**config.mk**
```make
export PLATFORM = sky130hd
export DESIGN_NAME = life_col_n
export DESIGN_NICKNAME = d
export VERILOG_FILES = /design/src/rtl/life_col_n.sv
export SDC_FILE = /design/constraint.sdc
export NUM_CORES = 1
export LEC_CHECK = 0
export ABC_AREA = 1
export CAP_MARGIN = 40
export CORE_ASPECT_RATIO = 1.2
export CORE_MARGIN = 1.5
export CORE_UTILIZATION = 56
export CTS_CLUSTER_SIZE = 14
export DETAILED_ROUTE_END_ITERATION = 16
export PLACE_DENSITY = 0.91
export SYNTH_ARGS = -nofsm -noshare
export SYNTH_HDL_FRONTEND = slang
export SYNTH_SLANG_ARGS = --single-unit
```
**constraint.sdc**
```tcl
create_clock -name clk -period 4.86 [get_ports clk]
set_input_delay 0.486 -clock clk [delete_from_list [all_inputs] [get_ports clk]]
set_output_delay 0.486 -clock clk [all_outputs]
set_load 0.02 [all_outputs]
```
**src/rtl/life_col_n.sv**
```systemverilog
// Parametrised column of Conway B3/S23 cells with masked load, scan chain,
// population count, change flag and generation counter.
module life_col_n #(
  parameter int unsigned ROWS  = 8,
  parameter int unsigned WRAP  = 0,
  parameter int unsigned GEN_W = 16
) (
  input  logic                         clk,
  input  logic                         reset,
  input  logic [ROWS-1:0]              w_col,
  input  logic [ROWS-1:0]              e_col,
  input  logic                         n,
  input  logic                         nw,
  input  logic                         ne,
  input  logic                         s,
  input  logic                         sw,
  input  logic                         se,
  input  logic                         write_enb,
  input  logic [ROWS-1:0]              wr_mask,
  input  logic [ROWS-1:0]              val,
  input  logic                         scan_en,
  input  logic                         scan_in,
  output logic                         scan_out,
  input  logic                         enable,
  output logic [ROWS-1:0]              alive_col,
  output logic [$clog2(ROWS+1)-1:0]    pop_count,
  output logic                         changed,
  output logic [GEN_W-1:0]             gen_count
);

  localparam int unsigned PC_W    = $clog2(ROWS + 1);
  localparam bit          WRAP_EN = (WRAP != 0);

  logic [ROWS-1:0]  alive_q, alive_d;
  logic [PC_W-1:0]  pop_q, pop_d;
  logic             changed_q, changed_d;
  logic [GEN_W-1:0] gen_q, gen_d;

  // Columns extended by one row above (index 0) and below (index ROWS+1)
  logic [ROWS+1:0]  col_x, w_x, e_x;
  logic [3:0]       nbr_cnt [ROWS];
  logic [ROWS-1:0]  step_c;

  always_comb begin
    col_x = {WRAP_EN ? alive_q[0] : s,  alive_q, WRAP_EN ? alive_q[ROWS-1] : n};
    w_x   = {WRAP_EN ? w_col[0]   : sw, w_col,   WRAP_EN ? w_col[ROWS-1]   : nw};
    e_x   = {WRAP_EN ? e_col[0]   : se, e_col,   WRAP_EN ? e_col[ROWS-1]   : ne};
    step_c = '0;
    for (int unsigned i = 0; i < ROWS; i++) begin
      nbr_cnt[i] = 4'(col_x[i]) + 4'(col_x[i+2])
                 + 4'(w_x[i])   + 4'(w_x[i+1])   + 4'(w_x[i+2])
                 + 4'(e_x[i])   + 4'(e_x[i+1])   + 4'(e_x[i+2]);
      step_c[i]  = (nbr_cnt[i] == 4'd3) | (alive_q[i] & (nbr_cnt[i] == 4'd2));
    end
  end

  // One action per cycle: write beats scan beats step
  always_comb begin
    alive_d   = alive_q;
    changed_d = changed_q;
    gen_d     = gen_q;
    pop_d     = '0;
    for (int unsigned i = 0; i < ROWS; i++) begin
      pop_d = pop_d + PC_W'(alive_q[i]);
    end
    if (write_enb) begin
      alive_d = (alive_q & ~wr_mask) | (val & wr_mask);
    end else if (scan_en) begin
      alive_d = {alive_q[ROWS-2:0], scan_in};
    end else if (enable) begin
      alive_d   = step_c;
      changed_d = (step_c != alive_q);
      gen_d     = gen_q + GEN_W'(1);
    end
  end

  always_ff @(posedge clk or negedge reset) begin
    if (!reset) begin
      alive_q   <= '0;
      pop_q     <= '0;
      changed_q <= 1'b0;
      gen_q     <= '0;
    end else begin
      alive_q   <= alive_d;
      pop_q     <= pop_d;
      changed_q <= changed_d;
      gen_q     <= gen_d;
    end
  end

  assign alive_col = alive_q;
  assign pop_count = pop_q;
  assign changed   = changed_q;
  assign gen_count = gen_q;
  assign scan_out  = alive_q[ROWS-1];

endmodule

```
==> flow_summary.ini <==
[run_status]
status = complete, no violations

[power]
p_seq_frac = 0.201
leakagePower_nw = 2.157
p_per_area_nw_per_um2 = 434.6
finalPower_mw = 1.791
combPwrFrac = 0.654
power.internal_uw = 976.0
swShare = 0.4550
switchingPower_uw = 814.6
ir_worst_vdd_mv = 0.2083
power_frac_clock = 0.145

[timing]
tightest_slew_ps = 639.8
tns_ps = 0
finalCritPeriodShare = 0.7978
whs_ps = 497.5
fmax_ghz = 0.2579
setup_viol = 0
min_period_ps = 3877
setup_ws_ps = 982.6
clock_skew_ps = 6.713
hold_viol_final = 0
rsz0062_at_grt = no
maxSlewHeadroom = 0.5721
report.final.slew_viol_count = 0

[die]
io_pins = 74
rows = 30
core-area_sq_um = 5593
die_h_um = 85.91
die_area_sq_um = 6194
die_w_um = 72.10
start_util = 0.5736

[logic_synthesis]
synth_enable_flop_cells = 0
synth_compound_area_frac = 0.07488
ys_types = 26
yosys.area.top_type_share = 0.2262
yosysTopAreaCell = dfrtp_1
yosys.area_share.simple = 0.1997
synth_area_leaders = dfrtp_1, fa_1, inv_1
yosys_warnings = 0
synth_top_family_by_area = adder cells
seq_area_frac_synth = 0.2262
synth.cell_area_sq_um = 3208
syn-num-nets = 507
synth-seq-cells = 29
synth.area.mux_share = 0
ys_async_sr_fraction = 1.000
synth_ff_type = dfrtp_1
synth_fa_ha_area_frac = 0.3339
syn_area_per_cell_sq_um = 8.040
synth-xor-area-share = 0.04368
syn-instance-count = 399

[flow_run]
cap_violations = 0

[setup_path]
cp_top_family = adder cells
critical_path_class = in2reg
critPathCaptureType = flop
cp_slowest_cell = fa_1
cp.required_ps = 5040
max_stage_delay_ps = 570
path_cells = clkdlybuf4s50_1, inv_1, fa_1, fa_1, fa_1, inv_1, ha_1, fa_1, o21ai_0, nor2_1, nand2_1, nand2_1, nand2_1, inv_1, nand2_1, nor2_1, nand2_1, nand2_1, nand2_1
critPathMaxFanout = 2
cp-start-kind = input port
cp.arrival_ps = 4050
worst-path-buf-inv = 4
crit_top_cell = nand2_1

[finish]
final_cell_mix = inv_1, nand2_1, clkdlybuf4s50_1, fa_1, dfrtp_1
final_area_sq_um = 4120
diodes = 0
post-route-util = 0.7367
finalNonFillerCells = 540
layout-drive-gt1-share = 0.04202
final_common_cell = inv_1
syn2layout_area_growth_pct = 28.43
nNetsFinal = 583

[clock_tree]
clk_pin_slew_ps = 60
htree_levels = 2
tritoncts = built
clock-sinks = 29
post_cts_buffers = 0
clock_latency_ps = 290
cts_buffers = 5
clock-root-buffer = clkbuf_8
cts_resized = 0
ctsHoldBuffers = 0
cts_buffer_depth = 2

[grt]
grtUsageTotal = 0.2577
grt_overflow = 0
antenna_found_initial = 0
grt_max_degree = 30
grt_pass1_wl_um = 12480
grt_pass1_vias = 3012

[route]
dr.pass1.iters = 4
drt_iter0_drc = 154
wl_um = 7414
antenna_left = 0
vias_per_cell = 5.237
route.vias.total = 2828
wl_per_cell_um = 13.73
drc_errors = 0

[place]
gp_congestion = 0.8260
place_area_sq_um = 4004
hpwl_um = 6164
place.port_buffers = 73
place_ws_ps = 683.5
post-place-cells = 532

[hold_path]
hold_class = reg2reg
-- cell families after synthesis --
group / Yosys count
buffers and inverters: 103
adders and majority gates: 64
xor gates and xnor gates: 16
DFF: 29
and+or+nand+nor: 144
AOI/OAI and AO/OA: 43
-- tightest hold or removal path: stages (launching register included) --
cell	delay [ps]
dfrtp_1	350
nand2_1	60
nand2_1	50
-- final cells by class --
| type | count | area (sq um) |
|---|---|---|
| Timing Repair Buffer | 74 | 738.2 |
| Sequential cell | 29 | 725.7 |
| Clock buffer | 7 | 86.33 |
| Fill cell | 411 | 1473 |
| Clock inverter | 1 | 30.03 |
| Inverter | 98 | 367.9 |
| Tap cell | 64 | 80.08 |
| Multi-Input combinational cell | 267 | 2092 |
-- cells in the mapped netlist, types with 5 or more instances --
cell type and n:
xor2_1 9, fa_1 36, xnor2_1 7, o21ai_0 23
dfrtp_1 29, a21oi_1 9, nor2_1 24, ha_1 28
nand2_1 83, nor2_4 5, inv_1 98, nand3_1 20
a22oi_1 5
-- worst paths after layout --
| check | from | end | slack [ps] | cells past startpoint |
|---|---|---|---|---|
| min reg2reg | changed$_DFFE_PN0P_ | changed$_DFFE_PN0P_ | 500 | 2 |
| min in group asynchronous | reset | gen_count[13]$_DFFE_PN0P_ | 580 | 2 |
| min | changed$_DFFE_PN0P_ | changed$_DFFE_PN0P_ | 500 | 2 |
| max in group asynchronous | reset | asynchronous set/reset pin | 4010 | 2 |
| max reg2reg | flop | changed$_DFFE_PN0P_ | 1590 | 17 |
| max | w_col[2] | changed$_DFFE_PN0P_ | 980 | 19 |
-- metal layers --
| layer | GRT usage | part of all wire |
|---|---|---|
| met5 | 0 | 0 |
| met4 | 0.09949 | 0.026 |
| met3 | 0.03643 | 0.053 |
| met2 | 0.4815 | 0.54 |
| met1 | 0.2922 | 0.38 |
-- power by group through the flow --
stage	combinational, mW	sequential, mW	clock, mW
6_report	1.17	0.360	0.260
5_1_grt	1.35	0.367	0.273
4_1_cts	1.18	0.360	0.264
3_5_place_dp	1.17	0.364	0
3_3_place_gp	1.08	0.362	0
2_1_floorplan	0.746	0.416	0
Power figures use the tool's default switching activity.
